<file path="config.mk">
export PLATFORM = sky130hd
export DESIGN_NAME = mul_accumulate_stage
export DESIGN_NICKNAME = d
export VERILOG_FILES = /design/src/rtl/mul_accumulate_stage.sv
export SDC_FILE = /design/constraint.sdc
export NUM_CORES = 1
export LEC_CHECK = 0
export ABC_CLOCK_PERIOD_IN_PS = 3400
export CORE_ASPECT_RATIO = 0.5
export CORE_UTILIZATION = 45
export DETAILED_ROUTE_END_ITERATION = 8
export PLACE_DENSITY = 0.84
export SLEW_MARGIN = 20
export SYNTH_ARGS = -nofsm -noshare
export SYNTH_HDL_FRONTEND = slang
export SYNTH_SLANG_ARGS = --single-unit
</file>
<file path="constraint.sdc">
create_clock -name Clock -period 3.4 [get_ports Clock]
set_clock_uncertainty 0.2 [all_clocks]
set_input_delay 0.68 -clock Clock [delete_from_list [all_inputs] [get_ports Clock]]
set_output_delay 0.68 -clock Clock [all_outputs]
set_load 0.01 [all_outputs]
</file>
<file path="src/rtl/mul_accumulate_stage.sv">
// Multiply-accumulate sequencer: feeds operand pairs to an external combinational
// multiplier and sums the returned products into a guarded, overflow-tracking accumulator.
module mul_accumulate_stage #(
    parameter int SIZE      = 16,
    parameter int ACC_GUARD = 8,
    parameter int LEN_WIDTH = 8
) (
    input  logic                        Clock,
    input  logic                        Reset,
    input  logic                        Start,
    input  logic [LEN_WIDTH-1:0]        Length,
    input  logic                        InValid,
    input  logic [SIZE-1:0]             InA,
    input  logic [SIZE-1:0]             InB,
    output logic                        InReady,
    output logic [SIZE-1:0]             MulA,
    output logic [SIZE-1:0]             MulB,
    input  logic [2*SIZE-1:0]           Product,
    output logic                        OutValid,
    output logic [2*SIZE+ACC_GUARD-1:0] OutAcc,
    input  logic                        OutReady,
    output logic                        Overflow,
    output logic                        Busy
);

    localparam int ACC_W = 2 * SIZE + ACC_GUARD;

    localparam logic [1:0] S_IDLE  = 2'd0;
    localparam logic [1:0] S_RUN   = 2'd1;
    localparam logic [1:0] S_DRAIN = 2'd2;
    localparam logic [1:0] S_DONE  = 2'd3;

    logic [1:0]           r_state;
    logic [LEN_WIDTH-1:0] r_len;
    logic [LEN_WIDTH-1:0] r_cnt;
    logic [SIZE-1:0]      r_mul_a;
    logic [SIZE-1:0]      r_mul_b;
    logic                 r_pipe_valid;
    logic [ACC_W-1:0]     r_acc;
    logic                 r_ovf;

    logic                 w_accept;
    logic                 w_last;
    logic [ACC_W:0]       w_sum;

    assign w_accept = InValid && (r_state == S_RUN);
    assign w_last   = (r_cnt == (r_len - LEN_WIDTH'(1)));
    // One extra bit on the sum exposes the accumulator carry-out.
    assign w_sum    = {1'b0, r_acc} + {{(ACC_GUARD + 1){1'b0}}, Product};

    // NOTE: all state uses non-blocking assignments so every register samples
    // pre-edge values; blocking here would create order-dependent simulation.
    always_ff @(posedge Clock or posedge Reset) begin
        if (Reset) begin
            r_state      <= S_IDLE;
            r_len        <= '0;
            r_cnt        <= '0;
            r_mul_a      <= '0;
            r_mul_b      <= '0;
            r_pipe_valid <= 1'b0;
            r_acc        <= '0;
            r_ovf        <= 1'b0;
        end else begin
            if (r_pipe_valid) begin
                r_acc <= w_sum[ACC_W-1:0];
                if (w_sum[ACC_W]) r_ovf <= 1'b1;
            end
            r_pipe_valid <= w_accept;
            if (w_accept) begin
                r_mul_a <= InA;
                r_mul_b <= InB;
                r_cnt   <= r_cnt + LEN_WIDTH'(1);
            end

            case (r_state)
                S_IDLE: begin
                    if (Start) begin
                        r_len   <= Length;
                        r_cnt   <= '0;
                        r_acc   <= '0;
                        r_ovf   <= 1'b0;
                        r_state <= (Length != '0) ? S_RUN : S_DONE;
                    end
                end
                S_RUN: begin
                    if (w_accept && w_last) r_state <= S_DRAIN;
                end
                S_DRAIN: r_state <= S_DONE;
                S_DONE: begin
                    if (OutReady) r_state <= S_IDLE;
                end
                default: r_state <= S_IDLE;
            endcase
        end
    end

    assign InReady  = (r_state == S_RUN);
    assign OutValid = (r_state == S_DONE);
    assign Busy     = (r_state != S_IDLE);
    assign MulA     = r_mul_a;
    assign MulB     = r_mul_b;
    assign OutAcc   = r_acc;
    assign Overflow = r_ovf;

endmodule

</file>
==> metrics.txt <==
Port-buffer cells 152; fin crit share 95.7%; total power draw 6.87 mW; first-pass GRT wire length 25600 microns; die area 13100 sq um; leakage power total 3.80 nW; sequential share of power 26.7%; DRC Markers 0; Max Cap Violations 0; Rel. slew slack 49.5%; ANT cells 0; Ys Warns 0; Sink Count 92; Post-synth EDFFs 0; Starting Density 47.2%; most frequent CP cell a21oi_4; Hold Crit Class register to register; Clock transition at path regs 70 ps; top layer in use met4; post-route minimum period 3250 ps; Critical Path Sink Type register; Power Dens Cells 842 nW/um^2; flops & latches, synth 92; unrepaired setup endpoints after global routing false; ys flop type dfrtp_1; layout cells sized above 1 11.9%; CP max stage cell or4_4; CTS HTree Levels 3; initial DRC count 365; post-synthesis cell count 655; sequential fraction of the synthesis area 40.5%; final WL 15900 microns; Internal 4.03 mW; largest net degree at the start of global routing 56; Placeable Area 12100 sq um; crit-path cells clkdlybuf4s50_1 -> ha_1 -> and3_1 -> a221oi_2 -> or4_4 -> a21oi_4 -> buf_6 -> a21oi_4 -> o21ai_4 -> nand4_1 -> xor2_1 -> nor2_1; Worst setup SP type primary input; crit-path max FO 5; vias in the first global route 5415; post-route ant nets 0; CP top delay family simple AND/OR/NAND/NOR gates; I/O pin count 153; Num CTS Buffers 9; WL/cell 15.5 microns; synth-to-layout area growth 43.4%; total gr overflow 0; CP required 3410 ps; Post-layout nets 971; syn nets 772; Synth Area per Inst 8.68 sq um; number of antenna violations at the first check in global routing 0; clk_lat worst skew 350 ps; gpl congestion 0.880; CP bufs+invs 2; arrival time worst endpoint 3260 ps; Async SR Flop Fraction 100%; die extent in x 161 microns; routed vias/inst 5.36; row count 28; Combinational Power Share 58.4%; worst slew pin tran 757 ps; VDD IR max 0.357 mV; Post-DP HPWL 11400 microns; Switch Pwr 2.83 mW; DR WL met2 8090 microns; Clk pwr share 14.9%; met3 WL 824 microns; kind of critical path primary input to register; CTS tree built; wl on met1 6690 microns; status finished clean; DR vias 5488; Yosys cell types 55; root buffer cell clkbuf_16; CP max stage delay 570 ps; Net Sw Frac 41.3%; hold buffer count at CTS 0; router iterations before antenna repair 5; maximum clock rate 307 MHz; Total GRT Usage 24.4%; Final Max Slew Viols 0; Setup-failing EPs final 0; Hold Fails Final Rpt 0; utilization after layout 67.6%; mapped cell area 5680 sq um; Die Y 81.5 microns; clk buf depth 2
## logic make-up (layout without fill, tap and decap cells)
family | after synthesis | after routing | share of synthesized area, %
AO/OA/AOI/OAI | 132 | 132 | 15.9
XOR/XNOR | 43 | 43 | 6.63
adder cells (fa/ha/maj) | 40 | 40 | 8.94
buffers and inverters | 45 | 249 | 3.08
flip-flops | 92 | 92 | 40.5
multiplexers | 20 | 20 | 3.52
AND/OR/NAND/NOR | 283 | 283 | 21.5
## final cells by class
type / count / area [sq um]
Tap cell: 165 / 206
Clock buffer: 9 / 225
Inverter: 17 / 65.1
Clock inverter: 7 / 73.8
Fill cell: 928 / 3900
Timing Repair Buffer: 216 / 2010
Sequential cell: 92 / 2300
Multi-Input combinational cell: 518 / 3270
## through the flow
stage | setup slack (ps) | instance area (sq um) | std cells | hold slack, ps | setup TNS, ps
5_1_grt | 26.3 | 8150 | 1024 | 293 | 0
3_3_place_gp | -309 | 7750 | 1004 | 257 | -2460
6_report | 148 | 8150 | 1024 | 276 | 0
3_5_place_dp | -380 | 7750 | 1004 | 261 | -3580
2_1_floorplan | 113 | 5680 | 655 | 267 | 0
4_1_cts | 3.80 | 8060 | 1020 | 278 | 0
## routing by layer
layer  vias to the layer above  GRT usage [%]
met5                         -              0
met4                         0           7.17
met3                        32           5.20
met2                       172           44.4
met1                      2626           29.7
li1                       2658              -
## synthesized netlist by cell type, types with 11 or more instances
cell type / number / area [sq um]
mux2i_1: 20 / 200
inv_1: 16 / 60.1
dfrtp_1: 92 / 2300
xor2_1: 15 / 131
ha_1: 39 / 488
nor3_1: 13 / 65.1
xnor2_1: 28 / 245
a21o_1: 16 / 120
a21oi_1: 33 / 165
nand2_1: 152 / 571
nor2_1: 61 / 229
o21ai_0: 28 / 140
nand4_1: 11 / 68.8
clkbuf_1: 19 / 71.3
## power by group through the flow
stage               logic (mW)  clock network [mW]  registers (mW)
detailed placement        3.87                   0            1.84
global placement          3.71                   0            1.83
finish                    4.01                1.02            1.83
global route              4.39                1.07            1.89
CTS                       3.92                1.03            1.84
floorplan                 2.07                   0            1.94
## registers in the layout, indices dropped and copies added, names as in the netlist
register	flops
r_len	8
MulB	16
MulA	16
r_cnt	8
r_pipe_valid	1
Overflow	1
OutAcc	40
r_state	2
## path summary, 6_finish.rpt
| path | start | end | slack, ps | depth (start not counted) |
|---|---|---|---|---|
| setup / recovery | Product[3] | OutAcc[34] | 150 | 12 |
| hold / removal | MulB[13] | MulB[13] | 280 | 2 |
| setup reg to reg | OutAcc[0] | OutAcc[24] | 340 | 12 |
| hold reg to reg | MulB[13] | MulB[13] | 280 | 2 |
| max in group asynchronous | Reset | OutAcc[12] | 1810 | 3 |
| min in group asynchronous | Reset | MulA[8] | 560 | 3 |
## tightest hold or removal path, stage by stage, from the launching register on
cell	delay, ps
dfrtp_1	340
nand2_1	50
nand2_1	50
## placed cells by master, fill, tap and decap left out, types with 4 or more instances in the layout
cell             instances
o21ai_0                 28
and2_1                   5
xor2_1                  15
xnor2_1                 28
clkbuf_16                9
nand4_1                 11
buf_4                   63
nand3_1                 10
nand2b_1                 4
ha_1                    38
nor3_1                  13
a21oi_1                 33
mux2i_1                 20
and3_1                  10
inv_6                    4
nor2_1                  61
inv_1                   15
dfrtp_1                 92
or3_1                    4
nand2_1                152
o21ai_1                  7
a31oi_1                  5
clkdlybuf4s50_1        151
a211oi_1                 5
a21o_1                  16
nor2b_1                  4
## what timing repair did
item	4_1_cts	5_1_grt
buffers inserted	0	4
pin swaps	0	10
setup endpoints to repair	1	10
hold endpoints to repair	0	0
resized for setup	1	9
Note: power is estimated with default switching activity, not from simulation.
